`src/rtl/sc_io_pkg.sv`:
```
// sc_io_pkg: register offsets, 7-segment pattern table and debounce counter width shared by the I/O port
package sc_io_pkg;
  localparam int DEB_CNT_W = 16;
  localparam logic [2:0] OFF_SW     = 3'd0;
  localparam logic [2:0] OFF_KEYLVL = 3'd1;
  localparam logic [2:0] OFF_KEYEVT = 3'd2;
  localparam logic [2:0] OFF_LED    = 3'd3;
  localparam logic [2:0] OFF_HEX    = 3'd4;
  localparam logic [15:0][6:0] SEG7 = {
    7'h0E, 7'h06, 7'h21, 7'h46, 7'h03, 7'h08, 7'h10, 7'h00,
    7'h78, 7'h02, 7'h12, 7'h19, 7'h30, 7'h24, 7'h79, 7'h40
  };
endpackage

```
`src/rtl/io_debounce.sv`:
```
// io_debounce: 2-FF sync + stability counter for one active-low key; clock/reset in, raw_n in, level/rise out
module io_debounce
  import sc_io_pkg::*;
#(
  parameter int DEB_CYCLES = 50000
) (
  input  logic clock,
  input  logic reset,
  input  logic raw_n,
  output logic level,
  output logic rise
);
  localparam logic [DEB_CNT_W-1:0] CNT_MAX = DEB_CNT_W'(DEB_CYCLES - 1);
  logic [1:0] sync_q;
  logic deb_q, deb_d, ks;
  logic [DEB_CNT_W-1:0] cnt_q, cnt_d;
  assign ks = sync_q[1];
  always_comb begin
    deb_d = (ks != deb_q && cnt_q == CNT_MAX) ? ks : deb_q;
    cnt_d = (ks == deb_q || cnt_q == CNT_MAX) ? '0 : cnt_q + DEB_CNT_W'(1);
  end
  always_ff @(posedge clock or posedge reset) begin
    if (reset) begin
      sync_q <= '0;
      deb_q  <= 1'b0;
      cnt_q  <= '0;
    end else begin
      sync_q <= {sync_q[0], ~raw_n};
      deb_q  <= deb_d;
      cnt_q  <= cnt_d;
    end
  end
  assign level = deb_q;
  assign rise  = ~deb_q & deb_d;
endmodule

```
`src/rtl/sc_io_port.sv`:
```
// sc_io_port: CPU memory-mapped I/O (addr/wdata/wmem in, io_sel/rdata out) serving sw, key_n, led and hex0..hex5
module sc_io_port
  import sc_io_pkg::*;
#(
  parameter logic [31:0] IO_BASE    = 32'h0000_0080,
  parameter int          NKEY       = 4,
  parameter int          NSW        = 10,
  parameter int          NLED       = 10,
  parameter int          DEB_CYCLES = 50000
) (
  input  logic            clock,
  input  logic            reset,
  input  logic [31:0]     addr,
  input  logic [31:0]     wdata,
  input  logic            wmem,
  output logic            io_sel,
  output logic [31:0]     rdata,
  input  logic [NKEY-1:0] key_n,
  input  logic [NSW-1:0]  sw,
  output logic [NLED-1:0] led,
  output logic [6:0]      hex0,
  output logic [6:0]      hex1,
  output logic [6:0]      hex2,
  output logic [6:0]      hex3,
  output logic [6:0]      hex4,
  output logic [6:0]      hex5
);
  logic [2:0] off;
  logic we, unused_ok;
  logic [NSW-1:0] sw_meta_q, sw_sync_q;
  logic [NKEY-1:0] key_deb, key_rise, key_evt_q, key_evt_d, clr;
  logic [NLED-1:0] led_q, led_d;
  logic [23:0] hex_q, hex_d;
  assign io_sel    = addr[31:5] == IO_BASE[31:5];
  assign off       = addr[4:2];
  assign we        = wmem & io_sel;
  assign unused_ok = ^{addr[1:0], wdata};
  genvar i;
  generate
    for (i = 0; i < NKEY; i++) begin : g_key
      io_debounce #(.DEB_CYCLES(DEB_CYCLES)) u_deb (
        .clock(clock),
        .reset(reset),
        .raw_n(key_n[i]),
        .level(key_deb[i]),
        .rise (key_rise[i])
      );
    end
  endgenerate
  always_comb begin
    clr       = (we && off == OFF_KEYEVT) ? wdata[NKEY-1:0] : '0;
    key_evt_d = (key_evt_q & ~clr) | key_rise;
    led_d     = (we && off == OFF_LED) ? wdata[NLED-1:0] : led_q;
    hex_d     = (we && off == OFF_HEX) ? wdata[23:0] : hex_q;
    rdata     = !io_sel              ? '0
              : off == OFF_SW        ? 32'(sw_sync_q)
              : off == OFF_KEYLVL    ? 32'(key_deb)
              : off == OFF_KEYEVT    ? 32'(key_evt_q)
              : off == OFF_LED       ? 32'(led_q)
              : off == OFF_HEX       ? {8'h0, hex_q}
              : '0;
  end
  always_ff @(posedge clock or posedge reset) begin
    if (reset) begin
      sw_meta_q <= '0;
      sw_sync_q <= '0;
      key_evt_q <= '0;
      led_q     <= '0;
      hex_q     <= '0;
    end else begin
      sw_meta_q <= sw;
      sw_sync_q <= sw_meta_q;
      key_evt_q <= key_evt_d;
      led_q     <= led_d;
      hex_q     <= hex_d;
    end
  end
  assign led  = led_q;
  assign hex0 = SEG7[hex_q[3:0]];
  assign hex1 = SEG7[hex_q[7:4]];
  assign hex2 = SEG7[hex_q[11:8]];
  assign hex3 = SEG7[hex_q[15:12]];
  assign hex4 = SEG7[hex_q[19:16]];
  assign hex5 = SEG7[hex_q[23:20]];
endmodule

```
`config.mk`:
```
export PLATFORM = sky130hd
export DESIGN_NAME = sc_io_port
export DESIGN_NICKNAME = d
export VERILOG_FILES = /design/src/rtl/sc_io_pkg.sv /design/src/rtl/io_debounce.sv /design/src/rtl/sc_io_port.sv
export SDC_FILE = /design/constraint.sdc
export NUM_CORES = 1
export LEC_CHECK = 0
export BUFFER_PORTS_ARGS = -buffer_cell sky130_fd_sc_hd__clkbuf_2
export CORE_ASPECT_RATIO = 0.6
export CORE_MARGIN = 10
export CORE_UTILIZATION = 35
export CTS_BUF_LIST = sky130_fd_sc_hd__clkbuf_8
export DETAILED_ROUTE_END_ITERATION = 7
export PLACE_DENSITY = 0.56
export SYNTH_ARGS = -nofsm -noshare
export SYNTH_HDL_FRONTEND = slang
export SYNTH_SLANG_ARGS = --single-unit
```
`constraint.sdc`:
```
create_clock -name clock -period 11.67 [get_ports clock]
set_input_delay 1.7505 -clock clock [delete_from_list [all_inputs] [get_ports clock]]
set_output_delay 1.7505 -clock clock [all_outputs]
set_load 0.01 [all_outputs]
```
==> results of run 1 <==
how the worst max path moves through the flow:
stage / depth (start not counted) / end / slack, ns / from
6_report: 6 / rdata[10] / 6.00 / addr[2]
5_1_grt: 6 / rdata[10] / 5.76 / addr[2]
4_1_cts: 6 / rdata[10] / 5.94 / addr[2]
3_5_place_dp: 6 / rdata[10] / 5.97 / addr[2]
3_3_place_gp: 6 / rdata[10] / 5.96 / addr[2]
2_1_floorplan: 1 / g_key[0].u_deb.cnt_q[0] / 6.34 / reset
per-layer routing:
layer  vias to the layer above  part of all wire, %  global-route usage, %
li1                       2918                    -                      -
met1                      2736                   51                   19.8
met2                       142                   42                   18.8
met3                        10                  6.5                   4.51
met4                         0                 0.61                   2.59
met5                         -                    0                      0
power breakdown:
part           switching (W)  leakage [nW]  internal [W]
clock network       0.000193         0.213      0.000219
logic              0.0000275          2.02     0.0000158
registers         0.00000608          1.78      0.000472
critical path, stage by stage:
cell and delay [ns]:
clkbuf_2 0.24, nor2_1 0.46, nand2_1 0.49, nor3_1 0.60, and2_1 0.23, clkbuf_2 0.14
layout make-up:
| type | count | share of cell area (%) |
|---|---|---|
| clock inverter | 14 | 1.95 |
| antenna | 1 | 0.0281 |
| multi-input combinational | 553 | 43.1 |
| sequential | 134 | 37.7 |
| clock buffer | 18 | 2.78 |
| tap | 279 | 3.92 |
| timing repair buffer | 151 | 8.61 |
| inverter | 44 | 1.91 |
synth_stat cells (all sizes together) (3+ instances only):
| cell type | number |
|---|---|
| nor3b | 4 |
| o221a | 4 |
| nand3 | 26 |
| nor2 | 89 |
| nor3 | 20 |
| o21a | 4 |
| a211oi | 3 |
| nor4bb | 6 |
| and2 | 14 |
| buf | 15 |
| o21bai | 3 |
| ha | 40 |
| o21ai | 35 |
| nor2b | 10 |
| a22oi | 6 |
| clkbuf | 23 |
| and3 | 4 |
| nand3b | 4 |
| o22ai | 8 |
| mux2 | 40 |
| nor4b | 3 |
| nand4 | 18 |
| nand2 | 48 |
| mux2i | 16 |
| dfrtp | 134 |
| or2 | 3 |
| xor2 | 12 |
| inv | 44 |
| nand2b | 6 |
| a21oi | 22 |
| nor4 | 28 |
| xnor2 | 46 |
cells by family (layout without fill, tap and decap cells):
family | after synthesis | after routing
buf+inv | 82 | 227
simple gates | 292 | 292
other cells | 1 | 9
compound gates | 97 | 97
flops | 134 | 134
fa+ha+maj | 40 | 40
mux | 58 | 58
xor+xnor | 58 | 58
stage by stage:
step / utilization (%) / setup slack [ns] / hold slack (ns) / std cells
3_3_place_gp: 40.2 / 5.96 / 0.332 / 1161
5_1_grt: 42.2 / 5.76 / 0.360 / 1193
4_1_cts: 42.2 / 5.94 / 0.353 / 1193
3_5_place_dp: 40.2 / 5.97 / 0.335 / 1161
6_report: 42.2 / 6.00 / 0.351 / 1194
2_1_floorplan: - / 6.34 / 0.331 / 769
flip-flops by register name, summed over array words and instances, names as in the netlist:
name	flops
sw_meta_q	10
led	10
key_evt_q	4
hex_q	24
sw_sync_q	10
g_key.u_deb.level	4
g_key.u_deb.cnt_q	64
g_key.u_deb.sync_q	8
==> reports/metrics.cfg, run 1 <==
[global_routing]
overflow=0
grt_usage_pct=13.5
antenna_found_initial=1
grt_pass1_vias=5399
grt_pass1_wl_um=30800
grt_max_degree=81

[power]
powerDensity_nw_per_um2=105
power.total_w=0.000934
leakagePower_nw=4.01
ir_drop_uv=87.8

[timing]
drv_slew=0
finalHoldViolCount=0
tns_ns=0
fin_crit_ns=5.67
maxSlewHeadroom_pct=28.4
finalCritPeriodShare_pct=48.6
clock_skew_ns=0.0108
max_freq_ghz=0.176
tightest_slew_ns=1.06
setup_viol=0
grt_setup_unrepaired=no

[floorplanning]
die_w_um=209
coreArea_um2=21100
die_area_um2=27900
io_pins=166
start_util_pct=35.7
rows=41
die_h_um=134

[critical_path]
path_class=in -> out
path_max_fanout=13
cp-end-kind=output port
start_kind=primary input
rr_startpoint=g_key[2].u_deb.cnt_q[12]
arrival_ns=3.92
cp.required_ns=9.92
r2r_cells=4
r2r-end=g_key[2].u_deb.cnt_q[13]
r2r_setup_slack_ns=9.67

[cts]
htree_levels=4
cts_root_buffer=clkbuf_8
cts_made_buffers=17
cts_hold_buf=0
clock-sinks=134
post-cts-setup-buffers=0
cts_tree=yes
cts_resized=0
clock_latency_ns=0.44
cts.path.max_buffers=2
clk_pin_slew_ns=0.07

[yosys]
synth_area_leaders=dfrtp_1, ha_1, mux2_2
synthArstFlopShare_pct=100
synth-adder-area-share_pct=6.65
seq_area_frac_synth_pct=44.6
syn_area_um2=7520
synth_top_family_by_area=simple AND/OR/NAND/NOR gates
synth_edf_count=0
yosys-mux-area-fraction_pct=8.72
synth.distinct_cells=58
synth-xor-area-share_pct=6.75
syn_avg_cell_area_um2=9.87
synth_compound_area_share_pct=8.00
synth_simple_gate_area_share_pct=20.5
synth_top_area_share_pct=44.6
ys_ff_latch=134
synth_ff_type=dfrtp_1
synth_cells=762
yosysTopAreaCell=dfrtp_1
yosys_warnings=0

[cells_and_area]
flow.area_growth_from_synthesis_pct=18.3
layout_commonest_cell=clkbuf_2
layout_common_cells=clkbuf_2, dfrtp_1, nor2_1
drive_above_1_share_pct=26.0
fin_nets=1022
fin_area_um2=8900
fillers=2089
multi_input_area_um2=3830
seqCellArea_um2=3350

[min_path]
hold_path.startpoint=sw_meta_q[1]
hold_end=sw_sync_q[1]
hold_path.class=reg -> reg
hold_depth=0

[placement]
place_area_um2=8470
dp_hpwl_um=14700
gp_congestion=0.815
io_buffers=147

[flow_run]
cap_viol_max_count=0

[detailed_routing]
ant_nets=0
wire_per_inst_um=16.4
drt-total-wl_um=19600
drt_iter0_drc=375
dr_total_vias=5806
dr.pass1.iters=5
vias_per_cell=4.86
drcViolationCount=0

[status]
outcome=completed

No activity file was read; power rests on OpenSTA's default activity.
==> inputs of run 2 (changes only) <==
--- a/config.mk
+++ b/config.mk
@@ -5,13 +5,14 @@
 export SDC_FILE = /design/constraint.sdc
 export NUM_CORES = 1
 export LEC_CHECK = 0
+export ABC_AREA = 1
 export BUFFER_PORTS_ARGS = -buffer_cell sky130_fd_sc_hd__clkbuf_2
 export CORE_ASPECT_RATIO = 0.6
 export CORE_MARGIN = 10
 export CORE_UTILIZATION = 35
 export CTS_BUF_LIST = sky130_fd_sc_hd__clkbuf_8
 export DETAILED_ROUTE_END_ITERATION = 7
-export PLACE_DENSITY = 0.56
+export PLACE_DENSITY = 0.57
 export SYNTH_ARGS = -nofsm -noshare
 export SYNTH_HDL_FRONTEND = slang
 export SYNTH_SLANG_ARGS = --single-unit
==> constraint.sdc (replaced) <==
create_clock -name clock -period 5.2 [get_ports clock]
set_input_delay 0.78 -clock clock [delete_from_list [all_inputs] [get_ports clock]]
set_output_delay 0.78 -clock clock [all_outputs]
set_load 0.01 [all_outputs]
==> reports/metrics.cfg, run 2 <==
[placement]
dp_hpwl_um=16200  ; +10%
io_buffers=147  ; unchanged
dp_slack_ns=1.74  ; -4.23 ns
gp_congestion=0.886  ; +8.7%

[detailed_routing]
drt-total-wl_um=21200  ; +8.3%
wire_per_inst_um=14.8  ; -9.8%
vias_per_cell=4.73  ; -2.8%
drt_iter0_drc=506  ; +35%
drcViolationCount=0  ; unchanged
dr_total_vias=6778  ; +17%
ant_nets=0  ; unchanged
dr.pass1.iters=5  ; unchanged

[cts]
cts_made_buffers=17  ; unchanged
cts_resized=0  ; unchanged
cts_root_buffer=clkbuf_8
htree_levels=4  ; unchanged
clock_latency_ns=0.46  ; +0.02 ns
post-cts-setup-buffers=0  ; unchanged
cts_hold_buf=0  ; unchanged
cts.path.max_buffers=2  ; unchanged
clock-sinks=134  ; unchanged
clk_pin_slew_ns=0.09  ; +0.02 ns
cts_tree=yes

[critical_path]
rr_startpoint=g_key[3].u_deb.cnt_q[0]
path_class=in -> out
start_kind=primary input
r2r_cells=8  ; +4
crit_slowest_cell=nand2_1
path_max_fanout=25  ; +12
slowest_delay_ns=0.59  ; about the same
cp-end-kind=output port
r2r-end=g_key[3].u_deb.cnt_q[7]
arrival_ns=2.72  ; -1.20 ns
cp.required_ns=4.42  ; -5.50 ns
cp_cell_sequence=clkbuf_2 -> nor2_1 -> nand2_1 -> o21ai_0 -> o21ai_0 -> a21oi_1 -> clkbuf_2
r2r_setup_slack_ns=3.46  ; -6.21 ns

[yosys]
synth_compound_area_share_pct=10.5  ; +2.5 points
ys_ff_latch=134  ; unchanged
syn_avg_cell_area_um2=7.84  ; -21%
synth_edf_count=0  ; unchanged
synth_ff_type=dfrtp_1
ys_top_cells_by_count=nand2_1, nor2_1, dfrtp_1
synth_simple_gate_area_share_pct=27.0  ; +6.6 points
synth-adder-area-share_pct=6.41  ; -0.25 points
synthArstFlopShare_pct=100  ; unchanged
synth-xor-area-share_pct=3.70  ; -3.1 points
seq_area_frac_synth_pct=42.9  ; -1.7 points
yosysTopAreaCell=dfrtp_1
synth_area_leaders=dfrtp_1, nand2_1, nor2_1
yosys-mux-area-fraction_pct=0  ; -8.7 points
synth.distinct_cells=44  ; -24%
synth_top_family_by_area=simple AND/OR/NAND/NOR gates
synth_top_area_share_pct=42.9  ; -1.7 points
synth_cells=997  ; +31%
syn_area_um2=7810  ; +3.9%
yosysMostFrequentCell=nand2_1
yosys_warnings=0  ; unchanged

[floorplanning]
start_util_pct=35.5  ; -0.20 points
rows=42  ; +2.4%
coreArea_um2=22000  ; +4.4%
io_pins=166  ; unchanged
die_area_um2=28900  ; +3.4%
die_w_um=213  ; +1.7%
die_h_um=136  ; +1.6%

[min_path]
hold_end=sw_sync_q[5]
hold_path.class=reg -> reg
hold_path.startpoint=sw_meta_q[5]
hold_depth=0  ; unchanged

[cells_and_area]
layout_common_cells=nand2_1, nor2_1, clkbuf_2
reg_top3=g_key.u_deb.cnt_q: 64 flops, hex_q: 24 flops
largest_reg_flops=64  ; unchanged
drive_above_1_share_pct=18.9  ; -7.1 points
fin_nets=1255  ; +23%
regMostFlops=g_key.u_deb.cnt_q
utilization_pct=41.1  ; -1.1 points
fillers=2291  ; +9.7%
layout_commonest_cell=nand2_1
flow.area_growth_from_synthesis_pct=16.0

[timing]
clock_skew_ns=0.0142  ; +0.00336 ns
grt_setup_unrepaired=no
maxSlewHeadroom_pct=32.1  ; +3.7 points
fin_crit_ns=3.50
tns_ns=0  ; unchanged
tightest_slew_ns=1.02  ; -0.0483 ns
drv_slew=0  ; unchanged
max_freq_ghz=0.285
finalHoldViolCount=0  ; unchanged
finalCritPeriodShare_pct=67.4
fin_ws_ns=1.70  ; -4.31 ns
setup_viol=0  ; unchanged

[power]
power.total_w=0.00201  ; +120%
ir_drop_uv=154  ; +75%
powerDensity_nw_per_um2=222  ; +110%
leakagePower_nw=4.24  ; +5.7%

[flow_run]
cap_viol_max_count=0  ; unchanged

[global_routing]
grt_max_degree=96  ; +19%
grt_pass1_wl_um=34100  ; +11%
antenna_found_initial=1  ; unchanged
grt_pass1_vias=6289  ; +16%
overflow=0  ; unchanged
grt_usage_pct=14.8  ; +1.3 points

[status]
outcome=completed

run 2: cell count changes after synthesis, sizes merged, moves of 18 or more:
cell	change
o21ai	+44
nor3	+33
mux2	-40
xnor2	-43
nor4	-27
nand3	+30
nor2	+65
inv	+82
nand2	+143
xor2	+18
run 2: per-stage QoR:
| stage | instance area (µm²) | std cells | hold slack [ns] |
|---|---|---|---|
| 3_5_place_dp | 8690 | 1401 | 0.336 |
| 5_1_grt | 9060 | 1434 | 0.353 |
| 3_3_place_gp | 8690 | 1401 | 0.333 |
| 2_1_floorplan | 7840 | 1004 | 0.331 |
| 4_1_cts | 9060 | 1433 | 0.352 |
| 6_report | 9060 | 1434 | 0.348 |
run 2: cell type report:
class,instances,area (µm²),share of cell area (%)
well taps,286,358,3.95
multi-input cells,706,3750,41.4
flip-flops and latches,134,3350,37.0
clock buffers,17,234,2.58
clock inverters,15,134,1.48
inverters,127,482,5.32
diodes,1,2.50,0.0276
repair buffers,148,743,8.20
run 2: how the worst max path moves through the flow:
stage / from / end / slack [ns] / depth (start not counted)
floorplan: reset / g_key[0].u_deb.cnt_q[0] / 0.84 / 1
global placement: addr[3] / rdata[3] / 1.76 / 7
detailed placement: addr[3] / rdata[3] / 1.74 / 7
CTS: addr[3] / rdata[3] / 1.75 / 7
global route: addr[3] / rdata[3] / 1.53 / 7
finish: addr[3] / rdata[3] / 1.70 / 7
run 2: cells by family after synthesis:
group | count (synthesis)
compound gates | 142
xor+xnor | 33
fa+ha+maj | 40
buf+inv | 164
flops | 134
other cells | 1
simple gates | 483
run 2: critical path, delay by kind of cell:
family          cells  cell delay, ns
compound gates      3            0.91
buf+inv             2            0.29
simple gates        2            0.74
run 2: report_power, final:
part           total [W]  internal (W)  switching [W]
Clock           0.000843      0.000352       0.000491
Combinational  0.0000995     0.0000332      0.0000663
Sequential       0.00107       0.00106      0.0000113
run 2: per-layer routing:
metal  vias up  wire length, µm  GRT usage [%]
met5         -                0              0
met4         0              225           4.58
met2       174             8770           20.9
met3        14             1420           3.60
met1      3110            10800           21.6
li1       3480                -              -
